===== src/rtl/fetch_stage_if.sv =====
// Bundle of instruction-memory, hazard/redirect and IF/ID signals around the fetch stage.
// master = fetch stage, slave = memory + downstream pipeline (or a testbench).
interface fetch_stage_if;
    // imem: imem_req/imem_addr are a request that stays fixed until the memory
    // answers with imem_ready=1 in a cycle; imem_rdata is only meaningful then.
    logic        imem_req;
    logic [31:0] imem_addr;
    logic [31:0] imem_rdata;
    logic        imem_ready;

    logic        stall;
    logic        redirect_valid;
    logic [31:0] redirect_target;

    logic        if_id_valid;
    logic [31:0] if_id_instr;
    logic [3:0]  if_id_opcode;
    logic [31:0] if_id_pc;
    logic [31:0] if_id_pc1;

    logic        dbg_state;

    modport master (
        output imem_req, imem_addr,
        input  imem_rdata, imem_ready,
        input  stall, redirect_valid, redirect_target,
        output if_id_valid, if_id_instr, if_id_opcode, if_id_pc, if_id_pc1,
        output dbg_state
    );

    modport slave (
        input  imem_req, imem_addr,
        output imem_rdata, imem_ready,
        output stall, redirect_valid, redirect_target,
        input  if_id_valid, if_id_instr, if_id_opcode, if_id_pc, if_id_pc1,
        input  dbg_state
    );
endinterface


===== src/rtl/fetch_stage.sv =====
// Instruction fetch stage: word-addressed PC, one outstanding imem read, IF/ID register,
// redirect handling with a DROP state that discards the response already in flight.
module fetch_stage #(
    parameter logic [31:0] RESET_PC = 32'h0000_0000
) (
    input  logic         clk,
    input  logic         rst,
    fetch_stage_if.master bus
);

    typedef enum logic [0:0] {
        FETCH = 1'b0,
        DROP  = 1'b1
    } state_t;

    state_t      state_q, state_d;
    logic [31:0] pc_q, pc_d;
    logic [31:0] fetch_addr_q, fetch_addr_d;
    logic        valid_q, valid_d;
    logic [31:0] instr_q, instr_d;
    logic [31:0] ifpc_q, ifpc_d;
    logic [31:0] ifpc1_q, ifpc1_d;

    always_ff @(posedge clk or posedge rst) begin
        if (rst) begin
            state_q      <= FETCH;
            pc_q         <= RESET_PC;
            fetch_addr_q <= RESET_PC;
            valid_q      <= 1'b0;
            instr_q      <= 32'h0;
            ifpc_q       <= 32'h0;
            ifpc1_q      <= 32'h0;
        end else begin
            state_q      <= state_d;
            pc_q         <= pc_d;
            fetch_addr_q <= fetch_addr_d;
            valid_q      <= valid_d;
            instr_q      <= instr_d;
            ifpc_q       <= ifpc_d;
            ifpc1_q      <= ifpc1_d;
        end
    end

    always_comb begin
        state_d      = state_q;
        pc_d         = pc_q;
        fetch_addr_d = fetch_addr_q;
        valid_d      = valid_q;
        instr_d      = instr_q;
        ifpc_d       = ifpc_q;
        ifpc1_d      = ifpc1_q;

        unique case (state_q)
            FETCH: begin
                if (bus.redirect_valid) begin
                    valid_d = 1'b0;
                    instr_d = 32'h0;
                    pc_d    = bus.redirect_target;
                    // A request still in flight must be answered before the new address can go out.
                    if (bus.imem_ready) fetch_addr_d = bus.redirect_target;
                    else                state_d      = DROP;
                end else if (bus.stall) begin
                    // hold everything; a completing read is simply reissued later
                end else if (bus.imem_ready) begin
                    valid_d      = 1'b1;
                    instr_d      = bus.imem_rdata;
                    ifpc_d       = fetch_addr_q;
                    ifpc1_d      = fetch_addr_q + 32'd1;
                    pc_d         = fetch_addr_q + 32'd1;
                    fetch_addr_d = fetch_addr_q + 32'd1;
                end else begin
                    valid_d = 1'b0;
                    instr_d = 32'h0;
                end
            end
            DROP: begin
                valid_d = 1'b0;
                instr_d = 32'h0;
                if (bus.redirect_valid) pc_d = bus.redirect_target;
                if (bus.imem_ready) begin
                    fetch_addr_d = pc_d;
                    state_d      = FETCH;
                end
            end
            default: state_d = FETCH;
        endcase
    end

    assign bus.imem_req     = ~rst;
    assign bus.imem_addr    = fetch_addr_q;
    assign bus.if_id_valid  = valid_q;
    assign bus.if_id_instr  = instr_q;
    assign bus.if_id_opcode = instr_q[31:28];
    assign bus.if_id_pc     = ifpc_q;
    assign bus.if_id_pc1    = ifpc1_q;
    assign bus.dbg_state    = (state_q == DROP);

endmodule


===== src/flat_wrapper.sv =====
// flat-port wrapper written by rule: the top's interface ports become plain ports
module fetch_stage_flat 
#(
    parameter logic [31:0] RESET_PC = 32'h0000_0000
)
  (clk, rst, bus_imem_req, bus_imem_addr, bus_imem_rdata, bus_imem_ready, bus_stall, bus_redirect_valid, bus_redirect_target, bus_if_id_valid, bus_if_id_instr, bus_if_id_opcode, bus_if_id_pc, bus_if_id_pc1, bus_dbg_state);
  fetch_stage_if bus_i ();
  input  logic clk;
  input  logic rst;
  output wire logic [$bits(bus_i.imem_req)-1:0] bus_imem_req;
  output wire logic [$bits(bus_i.imem_addr)-1:0] bus_imem_addr;
  input wire logic [$bits(bus_i.imem_rdata)-1:0] bus_imem_rdata;
  input wire logic [$bits(bus_i.imem_ready)-1:0] bus_imem_ready;
  input wire logic [$bits(bus_i.stall)-1:0] bus_stall;
  input wire logic [$bits(bus_i.redirect_valid)-1:0] bus_redirect_valid;
  input wire logic [$bits(bus_i.redirect_target)-1:0] bus_redirect_target;
  output wire logic [$bits(bus_i.if_id_valid)-1:0] bus_if_id_valid;
  output wire logic [$bits(bus_i.if_id_instr)-1:0] bus_if_id_instr;
  output wire logic [$bits(bus_i.if_id_opcode)-1:0] bus_if_id_opcode;
  output wire logic [$bits(bus_i.if_id_pc)-1:0] bus_if_id_pc;
  output wire logic [$bits(bus_i.if_id_pc1)-1:0] bus_if_id_pc1;
  output wire logic [$bits(bus_i.dbg_state)-1:0] bus_dbg_state;
  assign bus_imem_req = bus_i.imem_req;
  assign bus_imem_addr = bus_i.imem_addr;
  assign bus_i.imem_rdata = bus_imem_rdata;
  assign bus_i.imem_ready = bus_imem_ready;
  assign bus_i.stall = bus_stall;
  assign bus_i.redirect_valid = bus_redirect_valid;
  assign bus_i.redirect_target = bus_redirect_target;
  assign bus_if_id_valid = bus_i.if_id_valid;
  assign bus_if_id_instr = bus_i.if_id_instr;
  assign bus_if_id_opcode = bus_i.if_id_opcode;
  assign bus_if_id_pc = bus_i.if_id_pc;
  assign bus_if_id_pc1 = bus_i.if_id_pc1;
  assign bus_dbg_state = bus_i.dbg_state;
  fetch_stage #(.RESET_PC(RESET_PC)) u_core (.clk(clk), .rst(rst), .bus(bus_i));
endmodule

===== config.mk =====
export PLATFORM = sky130hd
export DESIGN_NAME = fetch_stage_flat
export DESIGN_NICKNAME = d
export VERILOG_FILES = /design/src/rtl/fetch_stage_if.sv /design/src/rtl/fetch_stage.sv /design/src/flat_wrapper.sv
export SDC_FILE = /design/constraint.sdc
export NUM_CORES = 1
export LEC_CHECK = 0
export ABC_AREA = 0
export CORE_ASPECT_RATIO = 0.75
export CORE_MARGIN = 5
export CORE_UTILIZATION = 35
export DETAILED_ROUTE_END_ITERATION = 8
export GPL_TIMING_DRIVEN = 1
export SYNTH_ARGS = -nofsm -noshare
export SYNTH_HDL_FRONTEND = slang
export SYNTH_SLANG_ARGS = --single-unit
export TNS_END_PERCENT = 30

===== constraint.sdc =====
create_clock -name clk -period 7.55 [get_ports clk]
set_clock_uncertainty 0.1 [all_clocks]
set_input_delay 1.51 -clock clk [delete_from_list [all_inputs] [get_ports clk]]
set_output_delay 1.51 -clock clk [all_outputs]
set_load 0.005 [all_outputs]

* Word-level counts from Yosys, hierarchy flattened
Index checks and enable logic that the tools add are counted.
Operators by class: add/subtract/negate cells 1, eq/ne operators 5, bitwise logic cells 4, reduce and logical (&&, ||, !) cells 3, mux-type cells 20
Operators with widths (number):
- $mux W32 | 10
- $pmux W32 S2 | 3
- $add A32 B1 Y32 const B | 1
- $ne A3 B3 Y1 const B | 4
- $reduce_and A4 Y1 | 2
- $mux W1 | 5
- $not A1 Y1 | 4
- $pmux W1 S2 | 2
- $ne A2 B2 Y1 const B | 1
- $reduce_and A2 Y1 | 1
Word-level totals: logic and storage cells 40, register bits 162

* Logic depth before layout (Yosys ltp)
Gate-level depths: netlist (run 1).
depth in word-level cells 5, gate-level depth with buffers 9

* Worst setup path before layout (run 1)
Ideal clock, no wire load.
path kind input -> output, start in rst, end out bus_imem_req, data arrival time 4867 ps, stages 1, path buffers 0, required time 5940 ps, setup slack 1073 ps, cell sequence inv_1
On the way: longest elaborated chain between the ends 1
RTL lines:
- start, declared | RTL line flat_wrapper.sv:9 | input logic rst;
- $not A1 Y1 | RTL line fetch_stage.sv:89 | assign bus.imem_req = ~rst;
- end, declared | RTL line flat_wrapper.sv:10 | output wire logic [$bits(bus_i.imem_req)-1:0] bus_imem_req;
Every way passes these cells.

* Final worst setup path (run 1)
Same ends and word-level chain as after synthesis.

==> flow_summary.ini, run 1 <==
[logic_synthesis]
synth-xor-area-share_pct = 2.23
synth_simple_gate_area_share_pct = 19.3
synth_mux_area_share_pct = 1.41
async_flop_share_pct = 100
synth_flop_cell = dfrtp_1
synthesis.instances = 781
synth_top_cell_by_area = dfrtp_1
syn_area_um2 = 7450
yosys.cell_types.count = 57
avgSynthCellArea_um2 = 9.54
ys_warn_count = 0
synth-compound-area-share_pct = 18.3
synth_top_family_by_area = simple AND/OR/NAND/NOR gates
ys_seq_area_share_pct = 54.4
synth_top_area_share_pct = 54.4
synthAdderAreaFrac_pct = 0.168
synth_area_leaders = dfrtp_1 54%, nand2_1 7.5%, a22o_1 4.0%
synth_edf_count = 0
syn-num-nets = 851
ys_ff_latch = 162

[die]
core_um2 = 21100
die_w_um = 178
die_area_um2 = 24300
start_util_pct = 35.4
dieHeight_um = 136
std_cell_rows = 46
pin_count = 204

[clock_network]
cts_setup_buffers = 0
clock_latency_ps = 430
cts_sinks = 162
cts_hold_buf = 0
cts.clk_slew.worst_paths_ps = 70
cts_resized = 0
cts_root_buffer = clkbuf_16
cts_buffer_depth = 2
cts_tree = built
htree_levels = 4
cts_buffers = 17

[placement]
hpwl_um = 16900
dp_slack_ps = 2620
gp_congestion = 0.829
io_buffers = 203

[setup_path]
path_depth = 3
cp-start-kind = primary input
reg2reg_depth = 4
reg2reg_from = u_core.bus.dbg_state$_DFF_PP0_
crit_buf_inv = 3
cpMostUsedCell = clkdlybuf4s50_1
critical-path-top-delay-family = buffers and inverters
crit_start = rst
required_ps = 5940
crit_path_end_kind = primary output
crit_fanout = 88
slowest_delay_ps = 650
worst_path_max_delay_cell = clkdlybuf4s50_1
critPathKind = primary input to primary output
path_cells = clkdlybuf4s50_1, inv_6, clkdlybuf4s50_1
cp.arrival_ps = 3230

[power_and_ir_drop]
design_power_total_uw = 2660
power_density_nw_per_um2 = 260
power_leakage_uw = 0.00435
vdd_drop_max_mv = 0.137

[final_layout]
fin_nets = 1017
final_common_cell = clkdlybuf4s50_1
area.growth.synth_to_final_pct = 37.3
num_antenna_cells = 0
final_cell_mix = 202 x clkdlybuf4s50_1, 162 x dfrtp_1, 147 x nand2_1, 69 x nor2_1, 58 x o21ai_0
drive_above_1_share_pct = 6.04

[min_path]
hold_path.class = flop to flop
hold_depth = 2
worstHoldStart = u_core.bus.if_id_pc[26]$_DFFE_PP0P_

[sta]
worstMarginPinSlew_ps = 1280
setup_slack_ps = 2710
setup_viol = 0
rsz0062_at_grt = no
final_hold_viol_count = 0
max-slew-margin-rel_pct = 14.9
fmax_mhz = 207
fin_tns_setup_ps = 0
period_share_pct = 64.1
slew_violations = 0
fin_crit_ps = 4840

[drt]
routedWlPerCell_um = 19.6
ant_nets = 0
via_count = 6546
firstDrtPassIters = 5
drt_iter0_markers = 621
drt-vias-per-instance = 5.25
drc = 0
wirelength_um = 24500

[grt]
antenna_found_initial = 0
grt_max_degree = 96
grt_overflow_total = 0
grt_pass1_vias = 6341
grt_pass1_wl_um = 37700
grt.total_usage_pct = 20.0

[status]
status = completed

[flow_run]
cap_violations = 0
## per-stage QoR
step | instances | cell area (um2) | hold WS (ps) | utilization (%)
floorplan | 781 | 7450 | 350 | -
global placement | 1216 | 9650 | 359 | 45.8
detailed placement | 1216 | 9650 | 364 | 45.8
CTS | 1248 | 10200 | 382 | 48.6
global route | 1248 | 10200 | 405 | 48.6
finish | 1248 | 10200 | 379 | 48.6
## layer usage
layer / vias to the layer above / global-route usage [%] / wire (um)
met5: - / 0 / 0
met4: 0 / 3.71 / 138
met3: 8 / 5.87 / 2150
met2: 258 / 27.1 / 10200
met1: 3180 / 31.5 / 12000
li1: 3100 / - / -
## cells in the mapped netlist (6+ instances only)
| library cell | number |
|---|---|
| a21oi_1 | 27 |
| a22o_1 | 34 |
| a22oi_1 | 9 |
| a31oi_1 | 29 |
| and2_1 | 6 |
| and3_1 | 8 |
| buf_1 | 10 |
| buf_2 | 8 |
| clkbuf_1 | 39 |
| dfrtp_1 | 162 |
| inv_1 | 10 |
| mux2i_1 | 6 |
| nand2_1 | 148 |
| nand2b_1 | 9 |
| nand3_1 | 16 |
| nand4_1 | 7 |
| nor2_1 | 70 |
| nor3_1 | 15 |
| nor4_1 | 8 |
| o21ai_0 | 58 |
| o22ai_1 | 7 |
| o31a_1 | 6 |
| xnor2_1 | 12 |
| xor2_1 | 7 |
## sequential cells by signal (all words and copies together) (netlist names)
register and flops:
u_core.bus.if_id_valid 1, u_core.bus.dbg_state 1, u_core.bus.if_id_pc 32, u_core.bus.if_id_pc1 32, u_core.bus.imem_addr 32, u_core.bus.if_id_instr 32, u_core.pc_q 32
## worst paths after layout
check | endpoint | slack (ps)
max in group asynchronous | u_core.bus.if_id_instr[17]$_DFFE_PP0P_ | 4310
min in group asynchronous | u_core.bus.if_id_pc[5]$_DFFE_PP0P_ | 1520
worst min register to register | u_core.bus.if_id_pc[26]$_DFFE_PP0P_ | 380
worst min-delay path | u_core.bus.if_id_pc[26]$_DFFE_PP0P_ | 380
worst max register to register | u_core.pc_q[9]$_DFFE_PP0P_ | 4530
worst max-delay path | bus_imem_req | 2710
## report_power, final
group	leakage, uW	internal [uW]	switching, uW
Clock	0.000283	443	411
Sequential	0.00195	1020	145
Combinational	0.00212	357	285
Total	0.00435	1820	841
## worst register-to-register path: stages (launching register included)
cell      delay [ps]
dfrtp_1          380
nor2_1           850
nand2b_1         820
buf_4            470
mux2_2           290
## area by class of cell
type | count | area, um2
repair buffers | 210 | 2080
well taps | 288 | 360
clock buffers | 17 | 425
clock inverters | 15 | 150
inverters | 11 | 46.3
flip-flops and latches | 162 | 4050
fillers | 2048 | 10800
multi-input cells | 545 | 3110
## cells by family (layout without fill, tap and decap cells)
group,count (synthesis),in the layout
xor gates and xnor gates,19,19
and+or+nand+nor,309,309
DFF,162,162
muxes,10,10
AOI/OAI and AO/OA,206,206
adders and majority gates,1,1
buffers and inverters,74,253
Power figures use the tool's default switching activity.
==> run 2: changes to the inputs <==
clock period = 4 ns   (was 7.55 ns; I/O delays follow)
==> flow_summary.ini, run 2 (synthesis results as in run 1) <==
[status]
status = completed

[setup_path]
cp-start-kind = primary input
crit_fanout = 2
r2r-end = u_core.pc_q[19]$_DFFE_PP0P_
critPathKind = primary input to primary output
cp.arrival_ps = 1870
required_ps = 3100
crit_start = rst
crit_path_end_kind = primary output
r2r_setup_slack_ps = 1370
reg2reg_from = u_core.bus.imem_addr[5]$_DFFE_PP0P_
reg2reg_depth = 5

[drt]
drc = 0
drt_iter0_markers = 507
via_count = 6476
firstDrtPassIters = 5
routedWlPerCell_um = 18.5
drt-vias-per-instance = 5.12
ant_nets = 0
wirelength_um = 23400

[power_and_ir_drop]
intPower_uw = 3650
pwr-share-comb_pct = 23.9
clkPwrFrac_pct = 33.8
p_sw_uw = 1470
power_frac_seq_pct = 42.3
vdd_drop_max_mv = 0.277
power_leakage_uw = 0.00444
switching_share_pct = 28.8
design_power_total_uw = 5120
power_density_nw_per_um2 = 492

[min_path]
hold_depth = 2
hold_path.class = flop to flop
holdPathEnd = u_core.bus.if_id_pc[19]$_DFFE_PP0P_
worstHoldStart = u_core.bus.if_id_pc[19]$_DFFE_PP0P_

[sta]
period_share_pct = 69.4
hold_ws_ps = 375
fmax_mhz = 360
final_hold_viol_count = 0
fin_tns_setup_ps = 0
worstMarginPinSlew_ps = 911
fin_crit_ps = 2770
rsz0062_at_grt = no
slew_violations = 0
max-slew-margin-rel_pct = 39.3
setup_viol = 0

[clock_network]
cts_setup_buffers = 0
htree_levels = 4
cts_tree = built
cts_sinks = 162
cts_root_buffer = clkbuf_16
clock_latency_ps = 430
cts_hold_buf = 0
cts_resized = 0
cts.clk_slew.worst_paths_ps = 70
cts_buffer_depth = 2
cts_buffers = 17

[placement]
io_buffers = 203
hpwl_um = 16400
gp_congestion = 0.793

[die]
die_w_um = 178
dieHeight_um = 136
pin_count = 204
core_um2 = 21100
die_area_um2 = 24300
start_util_pct = 35.4
std_cell_rows = 46

[grt]
antenna_found_initial = 0
grt_pass1_wl_um = 36200
grt_max_degree = 163
grt_pass1_vias = 6224
grt.total_usage_pct = 19.2
grt_overflow_total = 0

[final_layout]
nFillCells = 1993
num_antenna_cells = 0
fin_util_pct = 49.4
final_common_cell = clkdlybuf4s50_1
fin_nets = 1034
final_cell_mix = 203 x clkdlybuf4s50_1, 162 x dfrtp_1, 147 x nand2_1, 69 x nor2_1, 58 x o21ai_0
drive_above_1_share_pct = 7.47
area.growth.synth_to_final_pct = 39.8

[flow_run]
cap_violations = 0
[run 2: cell types whose count changed in the layout (fill, tap and decap cells not counted), moves of 3 or more]
cell,delta
inv_8,-5
clkinvlp_4,+4
bufinv_16,+3
clkbuf_8,+3
buf_4,+16
inv_6,-7
[run 2: how the worst max path moves through the flow]
| stage | cells after the start | to |
|---|---|---|
| after CTS | 3 | bus_imem_req |
| after global placement | 6 | u_core.bus.if_id_instr[2]$_DFFE_PP0P_ |
| after detailed placement | 6 | u_core.bus.if_id_instr[3]$_DFFE_PP0P_ |
| final | 3 | bus_imem_req |
| after floorplan | 1 | bus_imem_req |
| after global routing | 3 | bus_imem_req |
[run 2: metrics by stage]
step,cell area [um2],instances,worst slack (ps)
finish,10400,1265,1230
CTS,10400,1265,1220
global placement,9790,1233,984
detailed placement,9790,1233,899
global route,10400,1265,1200
floorplan,7450,781,320
[run 2: worst max-delay path, stage by stage]
cell	delay [ps]
clkdlybuf4s50_1	500
clkinvlp_4	120
clkdlybuf4s50_1	460
[run 2: layer usage]
layer  global-route usage [%]  vias to the layer above  routed length, um
met5                        0                        -                  0
met2                     28.7                      185              10600
met1                     27.5                     3165              11000
met3                     5.53                       16               1650
met4                     4.56                        0                211
li1                         -                     3110                  -
[run 2: power by group through the flow]
stage	sequential [uW]	clock [uW]	combinational (uW)
after floorplan	2150	0	506
after global placement	2190	0	1230
after detailed placement	2190	0	1240
after CTS	2170	1770	1250
after global routing	2210	1840	1350
final	2160	1730	1230
[run 2: final cells by class]
cell class                      instances  area [um2]  share of cell area, %
Sequential cell                       162        4050                   38.9
Multi-Input combinational cell        545        3110                   29.8
Timing Repair Buffer                  227        2220                   21.4
Clock buffer                           21         470                   4.52
Tap cell                              288         360                   3.46
Clock inverter                         11         151                   1.45
Inverter                               11        45.0                  0.433
==> run 3: changes to the inputs <==
clock period = 2.45 ns   (was 4 ns; I/O delays follow)
==> flow_summary.ini, run 3 (synthesis results as in run 1) <==
[placement]
gp_congestion = 0.840
dp_slack_ps = -12.8
io_buffers = 203
hpwl_um = 17000

[clock_network]
cts_buffer_depth = 2
clock_latency_ps = 430
cts_setup_buffers = 0
cts_tree = built
cts_root_buffer = clkbuf_16
cts_sinks = 162
cts_buffers = 17
htree_levels = 4
cts.clk_slew.worst_paths_ps = 70
cts_hold_buf = 0

[setup_path]
crit_path_end_kind = flop
crit_fanout = 9
crit_buf_inv = 1
reg2reg_from = u_core.bus.imem_addr[8]$_DFFE_PP0P_
required_ps = 2710
cp-start-kind = flop
cp.arrival_ps = 2600
critical-path-top-delay-family = simple AND/OR/NAND/NOR gates
crit_start = u_core.bus.imem_addr[8]$_DFFE_PP0P_
path_depth = 6
r2r-end = u_core.bus.imem_addr[21]$_DFFE_PP0P_
r2r_setup_slack_ps = 110
slowest_delay_ps = 560
critPathKind = flop to flop
path_cells = nand4_2, or4_4, buf_4, or4_1, a21oi_1, a21o_1
reg2reg_depth = 6
worst_path_max_delay_cell = dfrtp_1
endpoint = u_core.bus.imem_addr[21]$_DFFE_PP0P_

[grt]
grt_max_degree = 163
grt_overflow_total = 0
antenna_found_initial = 2
grt_pass1_wl_um = 37300
grt.total_usage_pct = 19.8
grt_pass1_vias = 6626

[sta]
period_share_pct = 95.4
fin_tns_setup_ps = 0
setup_viol = 0
rsz0062_at_grt = no
fin_crit_ps = 2340
final_hold_viol_count = 0
max-slew-margin-rel_pct = 37.8
hold_ws_ps = 372
setup_slack_ps = 113
slew_violations = 0
worstMarginPinSlew_ps = 932
fmax_mhz = 428

[die]
pin_count = 204
core_um2 = 21100
die_area_um2 = 24300
die_w_um = 178
start_util_pct = 35.4
std_cell_rows = 46
dieHeight_um = 136

[drt]
drc = 0
wl_met1_um = 10900
highest_layer = met5
routedWlPerCell_um = 18.5
firstDrtPassIters = 5
drt-vias-per-instance = 5.10
drt_iter0_markers = 468
wirelength_um = 24000
dr_wl_met2_um = 10900
via_count = 6610
ant_nets = 0
wl_met3_um = 1850

[final_layout]
fin_nets = 1064
final_common_cell = clkdlybuf4s50_1
area.growth.synth_to_final_pct = 43.3
drive_above_1_share_pct = 10.4
final_cell_mix = 203 x clkdlybuf4s50_1, 162 x dfrtp_1, 147 x nand2_1, 69 x nor2_1, 58 x o21ai_0

[flow_run]
cap_violations = 0

[status]
status = completed

[power_and_ir_drop]
power_density_nw_per_um2 = 787
design_power_total_uw = 8400
power_leakage_uw = 0.00459
vdd_drop_max_mv = 0.443

[min_path]
hold_path.class = flop to flop
## run 3: routing by layer
layer  vias up  track usage, %
met4         4            3.88
met2       186            30.8
li1       3170               -
met5         -               0
met3        20            6.53
met1      3230            27.2
## run 3: through the flow
| step | utilization, % | cells | area, um2 |
|---|---|---|---|
| 5_1_grt | 50.7 | 1295 | 10700 |
| 3_3_place_gp | 47.8 | 1263 | 10100 |
| 2_1_floorplan | - | 781 | 7450 |
| 4_1_cts | 50.7 | 1295 | 10700 |
| 3_5_place_dp | 47.8 | 1263 | 10100 |
| 6_report | 50.7 | 1296 | 10700 |
## run 3: how the worst min path moves through the flow
stage | cells past startpoint | startpoint | to | slack [ps]
after floorplan | 2 | u_core.pc_q[1]$_DFFE_PP0P_ | u_core.pc_q[1]$_DFFE_PP0P_ | 350
after global placement | 2 | u_core.bus.if_id_pc[25]$_DFFE_PP0P_ | u_core.bus.if_id_pc[25]$_DFFE_PP0P_ | 360
after detailed placement | 2 | u_core.bus.if_id_pc[21]$_DFFE_PP0P_ | u_core.bus.if_id_pc[21]$_DFFE_PP0P_ | 360
after CTS | 2 | u_core.bus.if_id_pc[25]$_DFFE_PP0P_ | u_core.bus.if_id_pc[25]$_DFFE_PP0P_ | 380
after global routing | 2 | u_core.bus.if_id_pc[22]$_DFFE_PP0P_ | u_core.bus.if_id_pc[22]$_DFFE_PP0P_ | 400
final | 2 | u_core.bus.if_id_pc[25]$_DFFE_PP0P_ | u_core.bus.if_id_pc[25]$_DFFE_PP0P_ | 370
## run 3: what timing repair did
item                                    in CTS  in global routing
hold endpoints to repair                     0                  0
endpoints found under the setup margin       0                  6
gates resized for setup                      0                  2
## run 3: final cells by class
| class | count | area [um2] |
|---|---|---|
| fill | 1978 | 10400 |
| sequential | 162 | 4050 |
| multi-input combinational | 545 | 3110 |
| timing repair buffer | 257 | 2500 |
| clock buffer | 19 | 453 |
| tap | 288 | 360 |
| clock inverter | 13 | 151 |
| inverter | 11 | 45.0 |
| antenna | 1 | 2.50 |
## run 3: where the power goes
group | switching [uW] | leakage [uW] | internal [uW]
Sequential | 335 | 0.00195 | 3130
Clock | 1190 | 0.000288 | 1570
Combinational | 960 | 0.00235 | 1210
## run 3: worst min-delay path, delay by kind of cell, from the launching register on
family | cells | cell delay [ps]
DFF | 1 | 340
and+or+nand+nor | 2 | 100
